[src/rtl/program_loader_if.sv]
// Byte-stream and RAM write-port bundle for the program loader.
// The slave modport is the loader's view; the master modport is the feeding/observing side.
interface program_loader_if #(
  parameter int ADDR_W = 4,
  parameter int DATA_W = 8
);
  logic              in_valid;
  logic [DATA_W-1:0] in_data;
  logic              in_ready;
  logic [ADDR_W-1:0] ram_addr;
  logic [DATA_W-1:0] ram_wdata;
  logic              ram_wen;

  modport master (
    output in_valid, in_data,
    input  in_ready, ram_addr, ram_wdata, ram_wen
  );

  modport slave (
    input  in_valid, in_data,
    output in_ready, ram_addr, ram_wdata, ram_wen
  );
endinterface

[src/rtl/program_loader.sv]
// Loads a length-prefixed, checksummed program image into CPU RAM.
// The CPU is held for the whole load and released only after a good checksum.
module program_loader #(
  parameter int ADDR_W = 4,
  parameter int DATA_W = 8
) (
  input  logic             CLK,
  input  logic             nRST,
  input  logic             i_start,
  program_loader_if.slave  bus,
  output logic             o_cpu_hold,
  output logic             o_done,
  output logic             o_err
);

  typedef enum logic [2:0] {
    S_IDLE = 3'd0,
    S_LEN  = 3'd1,
    S_DATA = 3'd2,
    S_CSUM = 3'd3,
    S_DONE = 3'd4,
    S_ERR  = 3'd5
  } state_t;

  // A length field of zero stands for a full image of 2**ADDR_W bytes.
  localparam logic [ADDR_W:0] FULL_LEN = {1'b1, {ADDR_W{1'b0}}};

  state_t              r_state;
  state_t              w_state_next;

  logic [ADDR_W:0]     r_cnt;
  logic [ADDR_W-1:0]   r_len;
  logic [DATA_W-1:0]   r_sum;
  logic [ADDR_W-1:0]   r_addr;
  logic [DATA_W-1:0]   r_wdata;
  logic                r_wen;
  logic                r_done;

  logic                w_ready;
  logic                w_accept;
  logic                w_start_ok;
  logic                w_len_bad;
  logic [ADDR_W:0]     w_len_total;
  logic [ADDR_W:0]     w_cnt_inc;
  logic                w_last;
  logic [DATA_W-1:0]   w_sum_add;

  assign w_accept    = bus.in_valid && w_ready;
  assign w_len_bad   = |bus.in_data[DATA_W-1:ADDR_W];
  assign w_len_total = (r_len == '0) ? FULL_LEN : {1'b0, r_len};
  assign w_cnt_inc   = r_cnt + 1'b1;
  assign w_last      = (w_cnt_inc == w_len_total);
  assign w_sum_add   = r_sum + bus.in_data;

  // State register
  always_ff @(posedge CLK or negedge nRST) begin
    if (!nRST) begin
      r_state <= S_IDLE;
    end else begin
      r_state <= w_state_next;
    end
  end

  // Next-state logic
  always_comb begin
    w_state_next = r_state;
    case (r_state)
      S_IDLE, S_DONE, S_ERR: begin
        if (i_start) w_state_next = S_LEN;
      end
      S_LEN: begin
        if (w_accept) w_state_next = w_len_bad ? S_ERR : S_DATA;
      end
      S_DATA: begin
        if (w_accept && w_last) w_state_next = S_CSUM;
      end
      S_CSUM: begin
        if (w_accept) w_state_next = (bus.in_data == r_sum) ? S_DONE : S_ERR;
      end
      default: w_state_next = S_IDLE;
    endcase
  end

  // Output decode: handshake, hold and error status follow the state directly
  always_comb begin
    w_ready    = 1'b0;
    w_start_ok = 1'b0;
    o_cpu_hold = 1'b0;
    o_err      = 1'b0;
    case (r_state)
      S_LEN, S_DATA, S_CSUM: begin
        w_ready    = 1'b1;
        o_cpu_hold = 1'b1;
      end
      S_ERR: begin
        w_start_ok = i_start;
        o_cpu_hold = 1'b1;
        o_err      = 1'b1;
      end
      S_IDLE, S_DONE: begin
        w_start_ok = i_start;
      end
      default: begin
        w_ready = 1'b0;
      end
    endcase
  end

  // Datapath: counters, checksum and the registered RAM write port
  always_ff @(posedge CLK or negedge nRST) begin
    if (!nRST) begin
      r_cnt   <= '0;
      r_len   <= '0;
      r_sum   <= '0;
      r_addr  <= '0;
      r_wdata <= '0;
      r_wen   <= 1'b0;
      r_done  <= 1'b0;
    end else begin
      r_wen  <= 1'b0;
      r_done <= (r_state == S_CSUM) && (w_state_next == S_DONE);
      if (w_start_ok) begin
        r_cnt <= '0;
        r_sum <= '0;
      end
      if (r_state == S_LEN && w_accept && !w_len_bad) begin
        r_len <= bus.in_data[ADDR_W-1:0];
      end
      if (r_state == S_DATA && w_accept) begin
        r_addr  <= r_cnt[ADDR_W-1:0];
        r_wdata <= bus.in_data;
        r_wen   <= 1'b1;
        r_sum   <= w_sum_add;
        r_cnt   <= w_cnt_inc;
      end
    end
  end

  assign bus.in_ready  = w_ready;
  assign bus.ram_addr  = r_addr;
  assign bus.ram_wdata = r_wdata;
  assign bus.ram_wen   = r_wen;
  assign o_done        = r_done;

endmodule

[src/flat_wrapper.sv]
// flat-port wrapper written by rule: the top's interface ports become plain ports
module program_loader_flat 
#(
  parameter int ADDR_W = 4,
  parameter int DATA_W = 8
)
  (CLK, nRST, i_start, o_cpu_hold, o_done, o_err, bus_in_valid, bus_in_data, bus_in_ready, bus_ram_addr, bus_ram_wdata, bus_ram_wen);
  program_loader_if #(.ADDR_W(ADDR_W), .DATA_W(DATA_W)) bus_i ();
  input  logic CLK;
  input  logic nRST;
  input  logic i_start;
  output logic o_cpu_hold;
  output logic o_done;
  output logic o_err;
  input wire logic [$bits(bus_i.in_valid)-1:0] bus_in_valid;
  input wire logic [$bits(bus_i.in_data)-1:0] bus_in_data;
  output wire logic [$bits(bus_i.in_ready)-1:0] bus_in_ready;
  output wire logic [$bits(bus_i.ram_addr)-1:0] bus_ram_addr;
  output wire logic [$bits(bus_i.ram_wdata)-1:0] bus_ram_wdata;
  output wire logic [$bits(bus_i.ram_wen)-1:0] bus_ram_wen;
  assign bus_i.in_valid = bus_in_valid;
  assign bus_i.in_data = bus_in_data;
  assign bus_in_ready = bus_i.in_ready;
  assign bus_ram_addr = bus_i.ram_addr;
  assign bus_ram_wdata = bus_i.ram_wdata;
  assign bus_ram_wen = bus_i.ram_wen;
  program_loader #(.ADDR_W(ADDR_W), .DATA_W(DATA_W)) u_core (.CLK(CLK), .nRST(nRST), .i_start(i_start), .bus(bus_i), .o_cpu_hold(o_cpu_hold), .o_done(o_done), .o_err(o_err));
endmodule
[config.mk]
export PLATFORM = sky130hd
export DESIGN_NAME = program_loader_flat
export DESIGN_NICKNAME = d
export VERILOG_FILES = /design/src/rtl/program_loader_if.sv /design/src/rtl/program_loader.sv /design/src/flat_wrapper.sv
export SDC_FILE = /design/constraint.sdc
export NUM_CORES = 1
export LEC_CHECK = 0
export ABC_CLOCK_PERIOD_IN_PS = 4300
export CAP_MARGIN = 5
export CORE_MARGIN = 1.5
export CORE_UTILIZATION = 57
export CTS_CLUSTER_DIAMETER = 80
export DETAILED_ROUTE_END_ITERATION = 16
export PLACE_DENSITY = 0.84
export RECOVER_POWER = 25
export SLEW_MARGIN = 20
export SYNTH_ARGS = -nofsm -noshare
export SYNTH_HDL_FRONTEND = slang
export SYNTH_SLANG_ARGS = --single-unit
[constraint.sdc]
create_clock -name CLK -period 4.3 [get_ports CLK]
set_clock_uncertainty 0.2 [all_clocks]
set_input_delay 0.86 -clock CLK [delete_from_list [all_inputs] [get_ports CLK]]
set_output_delay 0.86 -clock CLK [all_outputs]
set_load 0.01 [all_outputs]
==> run_results.csv <==
group,metric,value,unit
timing,slew_headroom,-19.3,%
timing,slew_violations,35,
clock_network,cts_tree,"yes",
setup_path,end_kind,"flop",
finish,syn_to_final_growth,20.0,%
finish,num-fill-cells,236,
detailed_routing,via_count,1483,
placement,dpl.hpwl,2860,µm
run,maxCapViolations,1,
clock_network,clk_path_buf_depth,2,
floorplanning,num_rows,20,
placement,gp_congestion,0.889,
finish,fin_nets,243,
setup_path,cp_data_required_time,4.37,ns
setup_path,cp_num_cells,7,
timing,worst_slew_pin_slew,1.79,ns
pwr,pwr_density_cell,421,nW/µm²
outcome,status,"finished, violations left",
synth,synth_nets,214,
detailed_routing,vias_per_cell,5.55,
global_route,grtUsageTotal,25.7,%
timing,min_period,2.97,ns
detailed_routing,first_pass_iters,4,
timing,finalSetupTns,0,ns
synth,yosysWarningCount,0,
setup_path,slowest_stage,"clkdlybuf4s50_1",
synth,synth_edf_count,0,
timing,finalSetupViolations,0,
floorplanning,start_util,60.3,%
outcome,violations,"capacitance limit, slew limit",
detailed_routing,dr.first_iter.drc_count,99,
hold_path,hold_path_startpoint,"u_core.bus.ram_wdata[7]",
clock_network,clock_sinks,34,
synth,synth_ff_type,"dfrtp_1",
setup_path,crit_buf_inv,1,
global_route,grt_pass1_vias,1508,
detailed_routing,ant_nets,0,
timing,grt_setup_unrepaired,"no",
setup_path,path_max_fanout,4,
hold_path,holdPathStages,2,
hold_path,hp-class,"flop to flop",
finish,layout.cells.most_common,"nand2_1",
synth,ys_seq_area_share,46.2,%
detailed_routing,wl_per_cell,15.1,µm
setup_path,cpPeakStageDelay,0.50,ns
floorplanning,ios,29,
setup_path,r2r_cells,6,
synth,synth_cells,193,
placement,port_buffers,28,
floorplanning,dieArea,3580,µm²
timing,fin_crit_sh,69.2,%
synth,avgSynthCellArea,9.54,µm²
finish,drive_gt1_share,9.42,%
setup_path,critical_path.top_delay_family,"compound AO/OA/AOI/OAI gates",
floorplanning,die_y,59.8,µm
clock_network,ctsResizeCount,0,
floorplanning,core-area,3050,µm²
synth,synthArstFlopShare,100,%
timing,hold_slack,0.285,ns
pwr,peakVddDrop,0.219,mV
global_route,antenna_found_initial,0,
clock_network,numCtsBuffers,5,
global_route,overflow,0,
clock_network,clock_latency,0.36,ns
detailed_routing,wl,4030,µm
clock_network,cts.reportedPaths.clkPinSlew,0.10,ns
timing,fmax,336,MHz
clock_network,post_cts_buffers,0,
floorplanning,die_w,59.8,µm
timing,hold_viol_final,0,
detailed_routing,drc,0,
setup_path,cp-start-kind,"input pin",
synth,syn_area,1840,µm²
setup_path,startpoint,"bus_in_data[1]",
synth,ys_ff_latch,34,
finish,final_cell_mix,"50 x nand2_1, 34 x dfrtp_1, 27 x clkdlybuf4s50_1",
finish,diodes,0,
global_route,grt_max_degree,35,
setup_path,path_class,"input pin to flop",
synth,ys_types,41,
setup_path,r2r_setup_slack,1.93,ns
clock_network,hold_buffers,0,
setup_path,crit_arrival,3.05,ns
clock_network,htreeDepth,2,
global_route,grt_first_pass_wirelength,6800,µm
clock_network,cts-root-buf,"clkbuf_4",
setup_path,path_cells,"clkdlybuf4s50_1 > ha_1 > a211oi_1 > o21ai_1 > and4_1 > or2_2 > o211ai_1",
pwr,p_leak,1.05,nW
setup_path,rr_startpoint,"u_core.r_sum[1]",
-- path summary, 6_finish.rpt --
check | endpoint
worst max-delay path | u_core.r_sum[7]
worst min-delay path | u_core.bus.ram_wdata[7]
worst max register to register | u_core.r_sum[7]
worst min register to register | u_core.bus.ram_wdata[7]
max in group asynchronous | u_core.r_sum[5]
min in group asynchronous | u_core.bus.ram_addr[1]
-- worst min-delay path, stage by stage, from the launching register on --
cell     delay, ns
dfrtp_1       0.35
nand2_1       0.05
o21ai_0       0.06
-- state kept, by name (all words and copies together) (netlist names) --
signal	count
u_core.bus.ram_wen	1
u_core.r_len	4
u_core.bus.ram_wdata	8
u_core.r_sum	8
u_core.bus.ram_addr	4
u_core.r_state	3
u_core.r_cnt	5
u_core.o_done	1
-- cell usage after synthesis (4+ instances only) --
library cell	n	area share (%)
a22o_1	4	1.9
dfrtp_1	34	46
ha_1	8	5.4
inv_1	5	1.0
mux2_2	4	2.4
nand2_1	50	10
nor2_1	13	2.6
nor4_1	4	1.4
o21ai_0	13	3.5
xnor2_1	5	2.4
xor2_1	4	1.9
-- stage by stage --
stage          util [%]  instances  instance area, µm²  setup slack [ns]  power, mW
3_5_place_dp       70.2        259                2140             0.998      0.735
3_3_place_gp       70.2        259                2140              1.14      0.718
2_1_floorplan         -        193                1840              1.80      0.602
6_report           72.4        267                2210              1.33      0.931
4_1_cts            72.3        267                2210              1.35      0.927
5_1_grt            72.4        267                2210              1.13      0.978
-- logic make-up after synthesis --
group	count (synthesis)	share of synthesized area (%)
xor gates and xnor gates	10	5.50
buffers and inverters	13	3.46
and+or+nand+nor	85	21.7
DFF	34	46.2
adders and majority gates	9	6.52
muxes	7	4.08
AOI/OAI and AO/OA	35	12.6
-- report_power, final --
part	total, mW	switching (mW)	internal [mW]
clock	0.200	0.121	0.0785
combinational	0.308	0.150	0.159
sequential	0.422	0.0508	0.372
-- final cells by class --
type                            instances  area, µm²  area share (%)
Clock buffer                            6       51.3            2.32
Clock inverter                          2       12.5           0.566
Inverter                                6       22.5            1.02
Multi-Input combinational cell        146        933            42.2
Sequential cell                        34        851            38.5
Tap cell                               44       55.1            2.49
Timing Repair Buffer                   29        284            12.9
-- metal layers --
metal | vias to the layer above | part of all wire (%) | GRT usage [%]
met3 | 4 | 4.9 | 7.14
met1 | 715 | 42 | 32.2
li1 | 730 | - | -
met2 | 34 | 52 | 43.2
met4 | 0 | 0.74 | 7.62
met5 | - | 0 | 0
Power figures use the tool's default switching activity.
